## src/rtl/mutex_arb_n.sv

```systemverilog
// ---------------------------------------------------------------------------
// mutex_arb_n
// N-channel synchronous mutual-exclusion element for the block-read interface.
// Grants one requester at a time on a 4-phase req/gnt handshake. Ties are
// broken by a round-robin pointer. A programmable guard gap is inserted
// between successive owners.
//
// Optional feature (macro MUTEX_ARB_TIMEOUT_EN): a grant held for TIMEOUT
// cycles is revoked, timeout_err pulses, and the revoked channel is masked
// from arbitration until its req is seen low once.
//
// Ports:
//   clk          rising-edge clock
//   reset        synchronous, active-high reset
//   req[N]       level requests, one per channel
//   gnt[N]       registered one-hot grant (or zero)
//   busy         high while any gnt bit is high
//   owner[IDW]   index of the granted channel, holds when idle
//   conflict     one-cycle pulse: >1 req high on the granting edge
//   timeout_err  one-cycle pulse: a grant was revoked by timeout
// ---------------------------------------------------------------------------
module mutex_arb_n #(
    parameter  int unsigned N       = 4,
    parameter  int unsigned GUARD   = 1,
    parameter  int unsigned TIMEOUT = 64,
    localparam int unsigned IDW     = (N > 1) ? $clog2(N) : 1
) (
    input  logic           clk,
    input  logic           reset,
    input  logic [N-1:0]   req,
    output logic [N-1:0]   gnt,
    output logic           busy,
    output logic [IDW-1:0] owner,
    output logic           conflict,
    output logic           timeout_err
);

    localparam int unsigned GCW = 4;
    localparam int unsigned TOW = (TIMEOUT > 1) ? $clog2(TIMEOUT) : 1;

    // Elaboration-time parameter range check
    if (N < 2 || N > 16 || GUARD > 15 || TIMEOUT < 2) begin : g_bad_param
        $error("mutex_arb_n: parameter out of legal range");
    end

    typedef enum logic [1:0] {
        ST_IDLE  = 2'd0,
        ST_GRANT = 2'd1,
        ST_GAP   = 2'd2
    } state_t;

    state_t         state_q, state_d;
    logic [IDW-1:0] ptr_q, ptr_d;
    logic [GCW-1:0] gcnt_q, gcnt_d;
    logic [N-1:0]   gnt_q, gnt_d;
    logic           busy_q, busy_d;
    logic [IDW-1:0] owner_q, owner_d;
    logic           conflict_q, conflict_d;
    logic           terr_q, terr_d;

`ifdef MUTEX_ARB_TIMEOUT_EN
    logic [TOW-1:0] hold_q, hold_d;
    logic [N-1:0]   mask_q, mask_d;
`endif

    // Requests eligible for arbitration
    logic [N-1:0] elig;
`ifdef MUTEX_ARB_TIMEOUT_EN
    assign elig = req & ~mask_q;
`else
    assign elig = req;
`endif

    // Round-robin pick: first eligible bit at or above ptr, wrapping mod N
    logic           found;
    logic [IDW-1:0] sel_idx;
    logic [IDW-1:0] cand;
    int unsigned    pos;

    always_comb begin
        found   = 1'b0;
        sel_idx = '0;
        cand    = '0;
        pos     = 0;
        for (int unsigned i = 0; i < N; i++) begin
            pos = 32'(ptr_q) + i;
            if (pos >= N) begin
                pos = pos - N;
            end
            cand = IDW'(pos);
            if (!found && elig[cand]) begin
                found   = 1'b1;
                sel_idx = cand;
            end
        end
    end

    // Successor of the current owner, wrapping at N-1 (N need not be 2^k)
    logic [IDW-1:0] next_ptr;
    assign next_ptr = (owner_q == IDW'(N - 1)) ? '0 : owner_q + IDW'(1);

    // State register
    always_ff @(posedge clk) begin
        if (reset) begin
            state_q    <= ST_IDLE;
            ptr_q      <= '0;
            gcnt_q     <= '0;
            gnt_q      <= '0;
            busy_q     <= 1'b0;
            owner_q    <= '0;
            conflict_q <= 1'b0;
            terr_q     <= 1'b0;
`ifdef MUTEX_ARB_TIMEOUT_EN
            hold_q     <= '0;
            mask_q     <= '0;
`endif
        end else begin
            state_q    <= state_d;
            ptr_q      <= ptr_d;
            gcnt_q     <= gcnt_d;
            gnt_q      <= gnt_d;
            busy_q     <= busy_d;
            owner_q    <= owner_d;
            conflict_q <= conflict_d;
            terr_q     <= terr_d;
`ifdef MUTEX_ARB_TIMEOUT_EN
            hold_q     <= hold_d;
            mask_q     <= mask_d;
`endif
        end
    end

    // Next-state and output logic
    always_comb begin
        state_d    = state_q;
        ptr_d      = ptr_q;
        gcnt_d     = gcnt_q;
        gnt_d      = gnt_q;
        busy_d     = busy_q;
        owner_d    = owner_q;
        conflict_d = 1'b0;
        terr_d     = 1'b0;
`ifdef MUTEX_ARB_TIMEOUT_EN
        hold_d     = hold_q;
        // A mask bit clears once its req has been sampled low
        mask_d     = mask_q & req;
`endif

        unique case (state_q)
            ST_IDLE: begin
                if (found) begin
                    gnt_d      = N'(1) << sel_idx;
                    owner_d    = sel_idx;
                    busy_d     = 1'b1;
                    state_d    = ST_GRANT;
                    conflict_d = ($countones(req) > 1);
`ifdef MUTEX_ARB_TIMEOUT_EN
                    hold_d     = '0;
`endif
                end
            end

            ST_GRANT: begin
                if (!req[owner_q]) begin
                    gnt_d  = '0;
                    busy_d = 1'b0;
                    ptr_d  = next_ptr;
                    if (GUARD > 0) begin
                        state_d = ST_GAP;
                        gcnt_d  = GCW'(GUARD);
                    end else begin
                        state_d = ST_IDLE;
                    end
`ifdef MUTEX_ARB_TIMEOUT_EN
                end else if (hold_q == TOW'(TIMEOUT - 1)) begin
                    // Hold count reaches TIMEOUT on this edge: revoke
                    gnt_d           = '0;
                    busy_d          = 1'b0;
                    ptr_d           = next_ptr;
                    terr_d          = 1'b1;
                    mask_d[owner_q] = 1'b1;
                    if (GUARD > 0) begin
                        state_d = ST_GAP;
                        gcnt_d  = GCW'(GUARD);
                    end else begin
                        state_d = ST_IDLE;
                    end
                end else begin
                    hold_d = hold_q + TOW'(1);
`endif
                end
            end

            ST_GAP: begin
                // GUARD cycles spent here, no arbitration
                if (gcnt_q <= GCW'(1)) begin
                    gcnt_d  = '0;
                    state_d = ST_IDLE;
                end else begin
                    gcnt_d = gcnt_q - GCW'(1);
                end
            end

            default: begin
                state_d = ST_IDLE;
                gnt_d   = '0;
                busy_d  = 1'b0;
            end
        endcase
    end

    assign gnt         = gnt_q;
    assign busy        = busy_q;
    assign owner       = owner_q;
    assign conflict    = conflict_q;
    assign timeout_err = terr_q;

endmodule
```

## config.mk

```make
export PLATFORM = sky130hd
export DESIGN_NAME = mutex_arb_n
export DESIGN_NICKNAME = d
export VERILOG_FILES = /design/src/rtl/mutex_arb_n.sv
export SDC_FILE = /design/constraint.sdc
export NUM_CORES = 1
export LEC_CHECK = 0
export CAP_MARGIN = 20
export CORE_UTILIZATION = 40
export CTS_CLUSTER_DIAMETER = 150
export DETAILED_ROUTE_END_ITERATION = 12
export GPL_ROUTABILITY_DRIVEN = 0
export RECOVER_POWER = 50
export SKIP_LAST_GASP = 1
export SYNTH_ARGS = -nofsm -noshare
export SYNTH_HDL_FRONTEND = slang
export SYNTH_SLANG_ARGS = --single-unit
```

## constraint.sdc

```tcl
create_clock -name clk -period 5.5 [get_ports clk]
set_input_delay 0.825 -clock clk [delete_from_list [all_inputs] [get_ports clk]]
set_output_delay 0.825 -clock clk [all_outputs]
set_load 0.02 [all_outputs]
```

==> out/summary.txt <==
outcome = completed
Hold-fix buffers, CTS = 0
nets@finish = 119
Simple-Gate Fraction of Synth Area = 0.213
most frequent cells in the layout = 16 x dfxtp_1, 9 x dlygate4sd3_1, 6 x inv_1, 6 x a21oi_1
highest metal used = met4
Post-CTS Setup Bufs = 0
YS warnings = 0
CTS Root Cell = clkbuf_4
multiplexer area fraction after synthesis = 0.0396
Max Freq = 0.393 GHz
worst hold start = busy$_SDFFE_PP0P_
register area share after synthesis = 0.375
vias per inst = 5.29
largest family of logic cells by synthesized area = compound AO/OA/AOI/OAI gates
max-slew violation count = 0
Synth Net Count = 104
Synth Area in Compound Gates = 0.255
Crit Path Class = primary input to register
routed wl met3 = 91 um
Die W = 48.2 um
ranking of synthesized cells by area = dfxtp_1 38%, a32o_1 4.7%, ha_1 4.4%
fin area = 1040 um^2
commonest non-fill, non-tap cell in the layout = dfxtp_1
drt pass-1 iters = 4
final core utilization = 0.523
endpoints failing setup = 0
DRC violations left = 0
Power Density = 271 nW/um^2
diode count = 0
Worst R2R End = ptr_q[0]$_SDFFE_PP0P_
crit-path max cell delay = 0.61 ns
met2 WL = 696 um
remaining global-route overflow = 0
number of H-tree levels = 1
Cell Chain, Critical Path = dlygate4sd3_1, mux4_2, or2_1, or3_1, a21oi_2
xor/xnor share of the synthesized area = 0
Longest Clk Path Bufs = 2
Clock Latency Late Sink = 0.29 ns
dpl hpwl = 1300 um
I/O Pins = 15
IO Port Bufs = 13
R2R Setup Slk = 3.65 ns
Mapped Cells = 94
die area = 2320 um^2
worst hold margin = 0.458 ns
# rows = 16
Period minus WS final = 2.54 ns
die height = 48.2 um
Arrival @ worst endpoint = 2.77 ns
reg2reg path depth = 4
CTS tree = done
CP required = 5.72 ns
Core Area = 1980 um^2
Tcrit/Tclk final = 0.463
CP endpoint kind = register
post-CTS sizing = 0
max_cap viols = 0
Post-Route WL = 1710 um
Post-Synth Adder-Cell Area = 0.0674
mapped cell area = 853 um^2
clk_skew = 0.00430 ns
Worst VDD drop = 0.179 mV
initial drt markers = 18
Routed wire per std cell = 12.7 um
largest area contributor in the netlist = dfxtp_1
Yosys cell types = 40
hold path endpoint = busy$_SDFFE_PP0P_
Slew @ Worst Pin = 0.515 ns
TNS Setup = 0 ns
first-pass GRT wire length = 2740 um
area delta synth->final = 21.6%
Slew HR = 0.656
slowest CP cell = dlygate4sd3_1
remaining antenna violation count = 0
vias in the first global route = 613
number of synthesized register bits = 16
clock sinks = 16
P_leak = 0.431 nW
total number of vias = 714
initial antenna violation count = 0
fin worst setup slack = 2.96 ns
clock slew at reported path FFs = 0.09 ns
layout cells sized above 1 = 0.102
share of the synthesized area in the top cell type = 0.375
RR Startpoint = owner[1]$_SDFFE_PP0P_
Worst Hold Class = register to register
WHS Path Cells = 1
post-placement cell area = 1000 um^2
GR Util All Layers = 0.177
DP Worst Slack = 2.71 ns
Inserted Clock Buffers = 3
M1 wire length = 907 um
crit path max fanout = 7
Initial Util = 0.431
pin count of the biggest net entering global routing = 14
RSZ-0062 raised after global routing = no
Final Hold Fails = 0
crit start category = primary input
mean post-synth cell area = 9.08 um^2
[routing by layer]
layer | track usage | vias up
met5 | 0 | -
met4 | 0.0500 | 0
li1 | - | 375
met2 | 0.229 | 17
met1 | 0.265 | 320
met3 | 0.0704 | 2
[cells in the mapped netlist]
| cell type | number |
|---|---|
| dfxtp_1 | 16 |
| a21oi_1 | 6 |
| inv_1 | 6 |
| nand2_1 | 5 |
| nor2_1 | 5 |
| a32o_1 | 4 |
| nor2b_1 | 4 |
| or3_1 | 4 |
| ha_1 | 3 |
| nand2b_1 | 3 |
| nand3_1 | 3 |
| a211oi_1 | 2 |
| a21o_1 | 2 |
| nor3_1 | 2 |
| o21ai_0 | 2 |
| o21bai_1 | 2 |
| o31ai_1 | 2 |
| a21boi_0 | 1 |
| a21oi_2 | 1 |
| a31oi_1 | 1 |
| a41o_2 | 1 |
| and2b_2 | 1 |
| and3_1 | 1 |
| buf_4 | 1 |
| clkbuf_1 | 1 |
| clkbuf_2 | 1 |
| conb_1 | 1 |
| fa_1 | 1 |
| mux2_2 | 1 |
| mux4_2 | 1 |
| nand3b_1 | 1 |
| nand4b_1 | 1 |
| nor4_1 | 1 |
| o211a_1 | 1 |
| o211ai_1 | 1 |
| o21a_1 | 1 |
| o311ai_0 | 1 |
| o31a_2 | 1 |
| or2_1 | 1 |
| or2_2 | 1 |
[logic make-up (layout without fill, tap and decap cells)]
family,Yosys count,after routing
other cells,1,1
buf+inv,9,23
flops,16,16
simple gates,33,33
compound gates,29,29
mux,2,2
fa+ha+maj,4,4
[area by class of cell]
class,instances,area (um^2)
fillers,186,945
multi-input cells,69,494
flip-flops and latches,16,320
repair buffers,13,130
clock buffers,4,36.3
well taps,27,33.8
inverters,6,22.5
[critical path: cells and delay by family]
kind / cells / cell delay (ns)
simple gates: 2 / 0.68
buf+inv: 1 / 0.61
compound gates: 1 / 0.13
mux: 1 / 0.53
[per-stage QoR]
| stage | std cells | total power, mW |
|---|---|---|
| floorplan | 94 | 0.185 |
| global placement | 131 | 0.210 |
| detailed placement | 131 | 0.211 |
| CTS | 135 | 0.290 |
| global route | 135 | 0.301 |
| finish | 135 | 0.282 |
[worst max-delay path by stage]
stage | cells after the start | slack, ns | startpoint | to
after floorplan | 5 | 3.30 | req[3] | ptr_q[0]$_SDFFE_PP0P_
after global placement | 5 | 2.76 | req[3] | ptr_q[0]$_SDFFE_PP0P_
after detailed placement | 5 | 2.71 | req[3] | ptr_q[0]$_SDFFE_PP0P_
after CTS | 5 | 3.02 | req[3] | ptr_q[0]$_SDFFE_PP0P_
after global routing | 5 | 2.88 | req[0] | ptr_q[0]$_SDFFE_PP0P_
final | 5 | 2.96 | req[0] | ptr_q[0]$_SDFFE_PP0P_
[sequential cells by signal (all words and copies together), names as in the netlist]
| register | flops |
|---|---|
| owner | 2 |
| ptr_q | 2 |
| gnt | 4 |
| gcnt_q | 4 |
| state_q | 2 |
| busy | 1 |
| conflict | 1 |
[power breakdown]
part | switching (mW) | total, mW | internal [mW]
clock | 0.0359 | 0.0762 | 0.0403
sequential | 0.00915 | 0.135 | 0.126
combinational | 0.0377 | 0.0705 | 0.0328
No activity file was read; power rests on OpenSTA's default activity.
